## config.mk

```make
export PLATFORM = sky130hd
export DESIGN_NAME = mode_switch_n
export DESIGN_NICKNAME = d
export VERILOG_FILES = /design/src/rtl/mode_switch_n_pkg.sv /design/src/rtl/mode_switch_n_menu_disp.sv /design/src/rtl/mode_switch_n.sv
export SDC_FILE = /design/constraint.sdc
export NUM_CORES = 1
export LEC_CHECK = 0
export ABC_AREA = 1
export CORE_MARGIN = 5
export CORE_UTILIZATION = 39
export CTS_BUF_LIST = sky130_fd_sc_hd__clkbuf_4 sky130_fd_sc_hd__clkbuf_8
export CTS_CLUSTER_SIZE = 10
export DETAILED_ROUTE_END_ITERATION = 8
export GPL_TIMING_DRIVEN = 0
export PLACE_DENSITY = 0.81
export SYNTH_ARGS = -nofsm -noshare
export SYNTH_HDL_FRONTEND = slang
export SYNTH_HIERARCHICAL = 1
export SYNTH_SLANG_ARGS = --single-unit
```

## constraint.sdc

```tcl
create_clock -name clk -period 4.3 [get_ports clk]
set_clock_uncertainty 0.1 [all_clocks]
set_input_delay 0.86 -clock clk [delete_from_list [all_inputs] [get_ports clk]]
set_output_delay 0.86 -clock clk [all_outputs]
set_load 0.03 [all_outputs]
```

## src/rtl/mode_switch_n_pkg.sv

```systemverilog
// Shared definitions for the piano mode sequencer: state encoding, 7-seg digit table, bus width defaults.
package mode_switch_n_pkg;

  localparam int LED_W_DEF = 8;
  localparam int SEG_W_DEF = 8;

  typedef enum logic {
    ST_MENU   = 1'b0,
    ST_ACTIVE = 1'b1
  } state_t;

  // Active-high segments, bit order {dp,g,f,e,d,c,b,a}
  function automatic logic [7:0] seg_code(input logic [3:0] digit);
    logic [7:0] code;
    case (digit)
      4'h0: code = 8'h3F;
      4'h1: code = 8'h06;
      4'h2: code = 8'h5B;
      4'h3: code = 8'h4F;
      4'h4: code = 8'h66;
      4'h5: code = 8'h6D;
      4'h6: code = 8'h7D;
      4'h7: code = 8'h07;
      4'h8: code = 8'h7F;
      4'h9: code = 8'h6F;
      4'hA: code = 8'h77;
      4'hB: code = 8'h7C;
      4'hC: code = 8'h39;
      4'hD: code = 8'h5E;
      4'hE: code = 8'h79;
      default: code = 8'h71;
    endcase
    return code;
  endfunction

endpackage

```

## src/rtl/mode_switch_n_menu_disp.sv

```systemverilog
// Menu display: shows the cursor as one hex digit on the rightmost digit of the left bank.
module mode_menu_disp
  import mode_switch_n_pkg::*;
#(
  parameter int SEG_W = SEG_W_DEF
) (
  input  logic [3:0]       i_cursor,
  output logic [SEG_W-1:0] o_seg_en,
  output logic [SEG_W-1:0] o_seg_sel_l,
  output logic [SEG_W-1:0] o_seg_sel_r
);

  assign o_seg_en    = SEG_W'(1);
  assign o_seg_sel_l = SEG_W'(seg_code(i_cursor));
  assign o_seg_sel_r = '0;

endmodule

```

## src/rtl/mode_switch_n.sv

```systemverilog
// Top-level play-mode sequencer: menu cursor, one-hot mode enables and registered output routing.
// Optional build macro MODE_TIMEOUT_EN adds an idle timeout that returns ACTIVE to MENU.
module mode_switch_n
  import mode_switch_n_pkg::*;
#(
  parameter int          N_MODES = 4,
  parameter int          LED_W   = LED_W_DEF,
  parameter int          SEG_W   = SEG_W_DEF,
  parameter int unsigned TIMEOUT = 100000000
) (
  input  logic                     clk,
  input  logic                     rst,
  input  logic                     btn_c,
  input  logic                     btn_l,
  input  logic                     btn_r,
  input  logic [N_MODES*LED_W-1:0] m_bg_led,
  input  logic [N_MODES*LED_W-1:0] m_sm_led,
  input  logic [N_MODES*SEG_W-1:0] m_seg_en,
  input  logic [N_MODES*SEG_W-1:0] m_seg_l,
  input  logic [N_MODES*SEG_W-1:0] m_seg_r,
  input  logic [N_MODES-1:0]       m_pwm,
  output logic                     en_top,
  output logic [N_MODES-1:0]       en_mode,
  output logic [3:0]               cursor,
  output logic [LED_W-1:0]         bg_led,
  output logic [LED_W-1:0]         sm_led,
  output logic [SEG_W-1:0]         seg_en,
  output logic [SEG_W-1:0]         seg_sel_l,
  output logic [SEG_W-1:0]         seg_sel_r,
  output logic                     pwm,
  output logic                     sd
);

  state_t     r_state, w_state_nx;
  logic [3:0] r_cursor, w_cursor_nx;
  logic [2:0] r_btn_prev;
  logic       w_edge_c, w_edge_l, w_edge_r, w_any_edge, w_timeout;

  assign w_edge_c   = btn_c & ~r_btn_prev[0];
  assign w_edge_l   = btn_l & ~r_btn_prev[1];
  assign w_edge_r   = btn_r & ~r_btn_prev[2];
  assign w_any_edge = w_edge_c | w_edge_l | w_edge_r;

  always_ff @(posedge clk or negedge rst) begin
    if (!rst) begin
      r_state    <= ST_MENU;
      r_cursor   <= 4'd0;
      r_btn_prev <= 3'b000;
    end else begin
      r_state    <= w_state_nx;
      r_cursor   <= w_cursor_nx;
      r_btn_prev <= {btn_r, btn_l, btn_c};
    end
  end

  // Right wins over left over center; a right press on cursor 0 is swallowed entirely.
  always_comb begin
    w_state_nx  = r_state;
    w_cursor_nx = r_cursor;
    case (r_state)
      ST_MENU: begin
        if (w_edge_r) begin
          if (r_cursor != 4'd0) w_state_nx = ST_ACTIVE;
        end else if (w_edge_l) begin
          w_cursor_nx = 4'd0;
        end else if (w_edge_c) begin
          w_cursor_nx = (r_cursor == 4'(N_MODES)) ? 4'd0 : r_cursor + 4'd1;
        end
      end
      ST_ACTIVE: begin
        if (w_edge_r || w_timeout) w_state_nx = ST_MENU;
      end
      default: w_state_nx = ST_MENU;
    endcase
  end

`ifdef MODE_TIMEOUT_EN
  logic [31:0] r_idle;

  assign w_timeout = (r_state == ST_ACTIVE) && !w_any_edge && (r_idle >= TIMEOUT - 1);

  always_ff @(posedge clk or negedge rst) begin
    if (!rst) begin
      r_idle <= '0;
    end else if (r_state != ST_ACTIVE || w_any_edge || w_timeout) begin
      r_idle <= '0;
    end else if (r_idle != '1) begin
      r_idle <= r_idle + 32'd1;
    end
  end
`else
  logic w_unused_timeout;
  assign w_timeout        = 1'b0;
  assign w_unused_timeout = ^32'(TIMEOUT) ^ w_any_edge;
`endif

  // Enables decode straight from registers so an async reset drops them immediately.
  always_comb begin
    en_mode = '0;
    if (r_state == ST_ACTIVE) begin
      for (int k = 0; k < N_MODES; k++) begin
        if (r_cursor == 4'(k + 1)) en_mode[k] = 1'b1;
      end
    end
  end

  assign en_top = (r_state == ST_MENU);
  assign cursor = r_cursor;
  assign sd     = 1'b1;

  logic [LED_W-1:0] w_bg, w_sm;
  logic [SEG_W-1:0] w_sen, w_sl, w_sr;
  logic             w_pwm;

  always_comb begin
    w_bg  = '0;
    w_sm  = '0;
    w_sen = '0;
    w_sl  = '0;
    w_sr  = '0;
    w_pwm = 1'b0;
    for (int k = 0; k < N_MODES; k++) begin
      if (r_cursor == 4'(k + 1)) begin
        w_bg  = m_bg_led[k*LED_W +: LED_W];
        w_sm  = m_sm_led[k*LED_W +: LED_W];
        w_sen = m_seg_en[k*SEG_W +: SEG_W];
        w_sl  = m_seg_l[k*SEG_W +: SEG_W];
        w_sr  = m_seg_r[k*SEG_W +: SEG_W];
        w_pwm = m_pwm[k];
      end
    end
  end

  logic [SEG_W-1:0] w_menu_en, w_menu_l, w_menu_r;

  mode_menu_disp #(.SEG_W(SEG_W)) u_menu_disp (
    .i_cursor    (r_cursor),
    .o_seg_en    (w_menu_en),
    .o_seg_sel_l (w_menu_l),
    .o_seg_sel_r (w_menu_r)
  );

  logic [LED_W-1:0] r_bg, r_sm;
  logic [SEG_W-1:0] r_sen, r_sl, r_sr;
  logic             r_pwm;

  always_ff @(posedge clk or negedge rst) begin
    if (!rst) begin
      r_bg  <= '0;
      r_sm  <= '0;
      r_sen <= '0;
      r_sl  <= '0;
      r_sr  <= '0;
      r_pwm <= 1'b1;
    end else if (r_state == ST_ACTIVE) begin
      r_bg  <= w_bg;
      r_sm  <= w_sm;
      r_sen <= w_sen;
      r_sl  <= w_sl;
      r_sr  <= w_sr;
      r_pwm <= w_pwm;
    end else begin
      r_bg  <= '0;
      r_sm  <= '0;
      r_sen <= w_menu_en;
      r_sl  <= w_menu_l;
      r_sr  <= w_menu_r;
      r_pwm <= 1'b1;
    end
  end

  assign bg_led    = r_bg;
  assign sm_led    = r_sm;
  assign seg_en    = r_sen;
  assign seg_sel_l = r_sl;
  assign seg_sel_r = r_sr;
  assign pwm       = r_pwm;

endmodule
```

# Word-level counts from Yosys, hierarchy flattened
# Memory sizes are Yosys's and may differ from the RTL's.
# Cells that the tools add are included.
# totals
n_memories	1
elab_cells	68
in_bits	169
mem_bits_ro	112
out_inout_bits	51
regBits	49
# classes
mux	42
n_reduce_logical	3
add_sub_neg	1
n_bitwise	8
eq_ne	4
# memory_table
name	words	width	rd	rd_ports_with_merged_regs	write_ports	line_no	text
(no name shown)	16	7	1	0	0	mode_switch_n_pkg.sv:15	case (digit)
# ops
op	n
two-way mux 8 bit	25
two-way mux 4 bit	4
two-way mux 1 bit	12
== test 4 x 2 -> 1 bit (second input constant)	2
inverter 1 bit	5
adder 4 x 1 -> 4 bit (second input constant)	1
== test 4 x 1 -> 1 bit (second input constant)	1
== test 4 x 3 -> 1 bit (second input constant)	1
nonzero test 4 bit	1
AND 1 bit	3
AND reduction 3 bit	1
case mux 1 bit (2 select lines)	1
nonzero test 2 bit	1

# Longest topological paths before layout
# Gate-level depths: netlist of run 1.
# logic_depth
ltp_word	6
mapped_depth	11
depth_no_buf	9

# Hierarchy
# Netlist of run 1, hierarchy kept.
# modules_own_cells
module	cells_each	area_per_inst_um2	seq_area_each_um2	instances
mode_switch_n	657	3851.2	1227.4	1
mode_menu_disp	71	405.4	0.0	1

# Worst setup path after synthesis of run 1
# OpenSTA, ideal clock, no wires.
# synth_path
path_kind	register -> output
start	reg r_cursor[1] (netlist: cursor[1])
end	out en_mode[1]
stages_incl_launch_ff	6
slack_ns	1.368
path_buffers	2
required_time_ns	3.340
t_arrival_ns	1.972
path_cell_list	dfrtp_1 ha_1 buf_2 inv_2 clkbuf_1 nor3_1
# synth_between
elab_chain_cells	3
# synth_rtl
item	line_no	text
start: declaration	mode_switch_n.sv:35	logic [3:0] r_cursor, w_cursor_nx;
start signal: assignment	mode_switch_n.sv:51	r_cursor <= w_cursor_nx;
== test 4 x 2 -> 1 bit	mode_switch_n.sv:102	if (r_cursor == 4'(k + 1)) en_mode[k] = 1'b1;
two-way mux 1 bit	mode_switch_n.sv:102	
two-way mux 4 bit	mode_switch_n.sv:100	if (r_state == ST_ACTIVE) begin
end: declaration	mode_switch_n.sv:23	output logic [N_MODES-1:0] en_mode,
# Every way passes these cells.

# Worst setup path in the final report of run 1
# layout_path
start	reg r_cursor[1] (netlist: cursor[1])
end	out en_mode[2]
# The elaborated chain is that of the path after synthesis.

==> run_results.csv, run 1 <==
group,metric,value,unit
run_status,status,"complete, no violations",
grt,grt_antenna_before_repair,1,
pwr,p_leak,0.00350,uW
worst_setup_path,critPathKind,"register to output pin",
clock_network,ctsHoldBuffers,0,
min_path,hp-class,"input pin to asynchronous set/reset pin",
worst_setup_path,start_kind,"register",
clock_network,clk_pin_slew,100,ps
synthesis,synthXorXnorAreaFrac,0.206,%
synthesis,synth-simple-area-share,44.6,%
sta,setup_violations,0,
synthesis,syn_area,4260,sq um
sta,rsz0062_at_grt,"false",
synthesis,ys_seq_area_share,28.8,%
clock_network,cts-htree-levels,2,
synthesis,ys_seq_elements,49,
clock_network,worstSkewPairLatency,300,ps
sta,final_max_slew_viol_count,0,
cells_and_area,fin_cells,1109,
synthesis,synthAdderAreaFrac,3.23,%
cells_and_area,drive_gt1_share,7.84,%
clock_network,clk_root_buffer_cell,"clkbuf_8",
clock_network,cts_buffers,5,
placement,portBuffers,218,
route,wl_per_cell,14.5,um
sta,fin_setup_tns,0,ps
floorplan,dieArea,13100,sq um
synthesis,syn_area_per_cell,5.85,sq um
sta,slew_headroom,60.2,%
cells_and_area,n_antenna_cell,0,
synthesis,yosys_warnings,6,
synthesis,synth_compound_area_share,6.47,%
route,via_per_inst,4.77,
clock_network,cts_max_path_buffers,2,
floorplan,die_x,114,um
sta,worst_slew_pin_slew,597,ps
route,ant_nets,0,
worst_setup_path,rr_worst_depth,9,
pwr,powerDensity,482,nW/um^2
flow_run,maxCapViolations,0,
route,vias,5294,
worst_setup_path,path_max_fanout,12,
placement,placedCellCount,1102,
sta,post-route-min-period,3630,ps
synthesis,synth_top_area_share,28.2,%
route,route.detailed.drc,0,
worst_setup_path,startpoint,"cursor[1]",
route,first_pass_iters,7,
synthesis,synth.distinct_cells,26,
synthesis,synth_area_leaders,"dfrtp_1, nand2_1, nand3_1",
floorplan,core,10700,sq um
worst_setup_path,timing.rr.start,"cursor[0]",
floorplan,ios,220,
synthesis,synth_top_family_by_area,"simple AND/OR/NAND/NOR gates",
route,drt_iter0_drc,468,
pwr,ir_worst_vdd,386,uV
cells_and_area,nNetsFinal,1149,
grt,grt_pass1_wl,24500,um
clock_network,cts_tree,"yes",
synthesis,yosysTopAreaCell,"dfrtp_1",
worst_setup_path,end_kind,"output pin",
sta,post-route-period-util,84.4,%
floorplan,die_h,114,um
grt,grt_pass1_vias,4955,
cells_and_area,final_core_util,63.2,%
placement,gp_congestion,0.884,
grt,overflow,0,
route,totalWireLength,16100,um
sta,max_clock_freq,276,MHz
clock_network,post-cts-setup-buffers,0,
clock_network,cts_resized,0,
sta,hold_viol,0,
floorplan,num_rows,38,
pwr,finalPower,3270,uW
grt,grtUsageTotal,23.7,%
worst_setup_path,arrival,2670,ps
floorplan,initial_core_util,39.6,%
cells_and_area,synthToLayoutAreaGrowth,59.5,%
worst_setup_path,required,3340,ps
synthesis,synthMuxAreaShare,0,%
grt,grt_start_max_net_pins,33,
placement,dpl-instance-area,6690,sq um
clock_network,cts.sinks,49,
cells_and_area,design_area,6790,sq um
synthesis,synthCells,728,
placement,dp_hpwl,12800,um
## power breakdown
part           total, uW  internal [uW]  leakage, uW  switching (uW)
registers            709            632     0.000629            76.6
logic               2230            867      0.00282            1360
clock network        339            170    0.0000540             169
## cell families after synthesis
logic type | after synthesis
AOI/OAI and AO/OA | 54
xor gates and xnor gates | 1
adders and majority gates | 11
buffers and inverters | 150
DFF | 49
other | 3
and+or+nand+nor | 460
## Yosys cell counts, drive strengths merged
| cell type | count |
|---|---|
| o21ai | 35 |
| conb | 3 |
| dfstp | 1 |
| nor3 | 2 |
| dfrtp | 48 |
| nand3b | 1 |
| clkbuf | 19 |
| nand2 | 265 |
| o21a | 1 |
| buf | 49 |
| a21oi | 17 |
| xor2 | 1 |
| nor3b | 1 |
| ha | 11 |
| inv | 82 |
| nand3 | 114 |
| nand4 | 1 |
| a22oi | 1 |
| nor2 | 76 |
## sequential cells by signal, summed over array words and instances (netlist names)
signal      count
bg_led          8
cursor          4
pwm             1
r_btn_prev      3
r_state         1
seg_en          8
seg_sel_l       8
seg_sel_r       8
sm_led          8
## critical path, cell delays in order, from the launching register on
cell and delay, ps:
dfrtp_1 600, ha_1 220, clkbuf_1 320, nand2_2 190
buf_2 240, nor2_1 110, clkdlybuf4s50_1 680
## metal layers
| metal | share of wire, % | track usage [%] |
|---|---|---|
| met5 | 0.068 | 0 |
| met1 | 39 | 29.1 |
| met3 | 10 | 6.34 |
| met2 | 48 | 40.8 |
| met4 | 2.3 | 6.73 |
## through the flow
stage          worst slack (ps)  hold WS [ps]
4_1_cts                     674           403
3_3_place_gp                659           475
5_1_grt                     485           417
3_5_place_dp               1030           488
2_1_floorplan              1370           453
6_report                    671           405
## cell usage in the layout (no fill, tap or decap)
cell,n
nand3b_1,1
clkbuf_1,19
nand2_2,3
nor2_1,75
o21a_1,1
nand2_1,262
buf_2,20
inv_2,15
nand3_1,114
a21oi_1,17
nand4_1,1
buf_12,1
clkbuf_8,5
dfstp_2,1
xor2_1,1
buf_6,2
dfrtp_1,48
ha_1,11
inv_1,67
buf_4,26
o21ai_0,18
nor2_4,1
nor3_1,2
o21ai_1,17
a22oi_1,1
clkdlybuf4s50_1,217
buf_1,2
conb_1,18
clkinv_2,1
bufinv_16,1
nor3b_1,1
## worst paths after layout
kind                              end  slack (ps)
max in group asynchronous         pwm        3070
max                        en_mode[2]         670
min in group clk              r_state         510
min                         seg_en[3]         410
max reg2reg                 sm_led[2]        2060
min reg2reg                   r_state         510
## area by class of cell
class                   instances  area, sq um
flip-flops and latches         49         1230
clock inverters                 2         35.0
clock buffers                   5         68.8
plain buffers                  68          392
inverters                      82          308
well taps                     140          175
repair buffers                219         2200
multi-input cells             544         2390
fillers                      1039         3960
No activity file was read; power rests on OpenSTA's default activity.
==> run 2: changes to the inputs <==
==> constraint.sdc (replaced) <==
create_clock -name clk -period 3.6 [get_ports clk]
set_clock_uncertainty 0.1 [all_clocks]
set_input_delay 0.72 -clock clk [delete_from_list [all_inputs] [get_ports clk]]
set_output_delay 0.72 -clock clk [all_outputs]
set_load 0.03 [all_outputs]
==> run_results.csv, run 2 (synthesized netlist as in run 1, its figures left out) <==
group,metric,value,unit
worst_setup_path,critPathKind,"register to output pin",
min_path,hp-class,"input pin to asynchronous set/reset pin",
worst_setup_path,cp-endpoint,"en_mode[1]",
clock_network,post-cts-setup-buffers,0,
worst_setup_path,rr_worst_depth,8,
grt,grt_busiest_layer,"met2",
grt,gr-usage-met3,6.34,%
worst_setup_path,cp.depth,7,
placement,dp_hpwl,12800,um
clock_network,cts.sinks,49,
cells_and_area,layout_commonest_cell,"nand2_1",
floorplan,initial_core_util,39.6,%
clock_network,clk_root_buffer_cell,"clkbuf_8",
worst_setup_path,timing.rr.start,"cursor[0]",
worst_setup_path,critical_path.top_delay_family,"buffers and inverters",
clock_network,cts-htree-levels,2,
flow_run,maxCapViolations,0,
clock_network,ctsHoldBuffers,0,
placement,portBuffers,218,
cells_and_area,nNetsFinal,1149,
route,first_pass_iters,7,
floorplan,num_rows,38,
floorplan,dieArea,13100,sq um
clock_network,worstSkewPairLatency,300,ps
worst_setup_path,path_max_fanout,11,
grt,grt.met2_usage,40.8,%
worst_setup_path,required,2780,ps
route,ant_nets,0,
sta,setup_violations,0,
clock_network,cts_max_path_buffers,2,
grt,grtUsageTotal,23.7,%
cells_and_area,synthToLayoutAreaGrowth,59.6,%
sta,hold_viol,0,
cells_and_area,most-common-layout-cells,"nand2_1, clkdlybuf4s50_1, nand3_1",
route,vias,5294,
grt,overflow,0,
grt,grt_use_met1,29.1,%
worst_setup_path,start_kind,"register",
cells_and_area,n_antenna_cell,0,
sta,post-route-min-period,3400,ps
route,totalWireLength,16100,um
placement,gp_congestion,0.884,
cells_and_area,seqCellArea,1230,sq um
clock_network,clk_pin_slew,100,ps
clock_network,cts_tree,"yes",
cells_and_area,design_area,6790,sq um
sta,worst_slew_pin_slew,597,ps
worst_setup_path,worst-path-buf-inv,5,
pwr,ir_worst_vdd,461,uV
worst_setup_path,max_stage_delay,750,ps
pwr,p_leak,0.00350,uW
sta,rsz0062_at_grt,"false",
cells_and_area,multi_input_area,2390,sq um
grt,grt_antenna_before_repair,1,
floorplan,core,10700,sq um
clock_network,cts_resized,0,
worst_setup_path,timing.rr.end,"bg_led[3]",
grt,grt_pass1_wl,24500,um
sta,fin_setup_tns,0,ps
route,via_per_inst,4.77,
cells_and_area,drive_gt1_share,8.05,%
worst_setup_path,crit_chain,"inv_1 > ha_1 > buf_2 > inv_2 > clkbuf_1 > nor3_1 > clkdlybuf4s50_1",
floorplan,die_h,114,um
pwr,powerDensity,576,nW/um^2
route,drt_iter0_drc,468,
sta,final_max_slew_viol_count,0,
cells_and_area,fillCellCount,1042,
placement,dpl-instance-area,6690,sq um
worst_setup_path,startpoint,"cursor[0]",
route,route.detailed.drc,0,
floorplan,die_x,114,um
floorplan,ios,220,
grt,grt_pass1_vias,4955,
worst_setup_path,cp_slowest_cell,"clkdlybuf4s50_1",
sta,slew_headroom,60.2,%
sta,post-route-period-util,94.4,%
sta,max_clock_freq,294,MHz
clock_network,cts_buffers,5,
worst_setup_path,end_kind,"output pin",
run_status,status,"complete, no violations",
worst_setup_path,r2r_slack,1480,ps
grt,grt_start_max_net_pins,33,
sta,holdWs,265,ps
worst_setup_path,arrival,2580,ps
route,wl_per_cell,14.5,um
## run 2: cell counts in the layout (fill, tap and decap cells not counted)
Identical to the previous run, type by type.
## run 2: area by class of cell
type                       instances  area share [%]
clock inverter                     2           0.516
clock buffer                       5            1.01
buffer                            68            5.77
inverter                          82            4.53
tap                              140            2.58
timing repair buffer             219            32.4
sequential                        49            18.1
multi-input combinational        544            35.1
## run 2: worst reg2reg max path, stage by stage (launching register included)
cell     delay [ps]
dfrtp_2         500
inv_1           140
ha_1            150
buf_2           220
buf_1           440
nand3_1         140
o21ai_1         100
nand2_1          60
a21oi_1         200
## run 2: per-layer routing
layer | share of wire, % | vias to the layer above | routed length [um]
met1 | 39 | 2350 | 6330
met5 | 0.068 | - | 11
li1 | - | 2675 | -
met3 | 10 | 34 | 1620
met4 | 2.3 | 2 | 365
met2 | 48 | 233 | 7810
## run 2: how the worst min path moves through the flow
stage,from,end,depth (start not counted)
final,rst,seg_en[3],1
after CTS,rst,seg_en[3],1
after global routing,rst,seg_en[1],1
after global placement,r_btn_prev[2],r_state,3
after detailed placement,r_btn_prev[2],r_state,3
after floorplan,rst,bg_led[0],0
## run 2: per-stage QoR
step | std cells | utilization (%) | worst slack (ps) | total power [uW]
after floorplan | 743 | - | 808 | 2500
after global placement | 1101 | 62.1 | 99.0 | 3490
after detailed placement | 1102 | 62.2 | 468 | 3520
after CTS | 1109 | 63.2 | 114 | 3930
after global routing | 1109 | 63.2 | 24.4 | 4240
final | 1109 | 63.2 | 203 | 3910
## run 2: power breakdown
group	internal, uW	switching [uW]	total (uW)	leakage, uW
Clock	203	202	405	0.0000540
Combinational	1040	1620	2660	0.00282
Sequential	757	91.5	849	0.000626
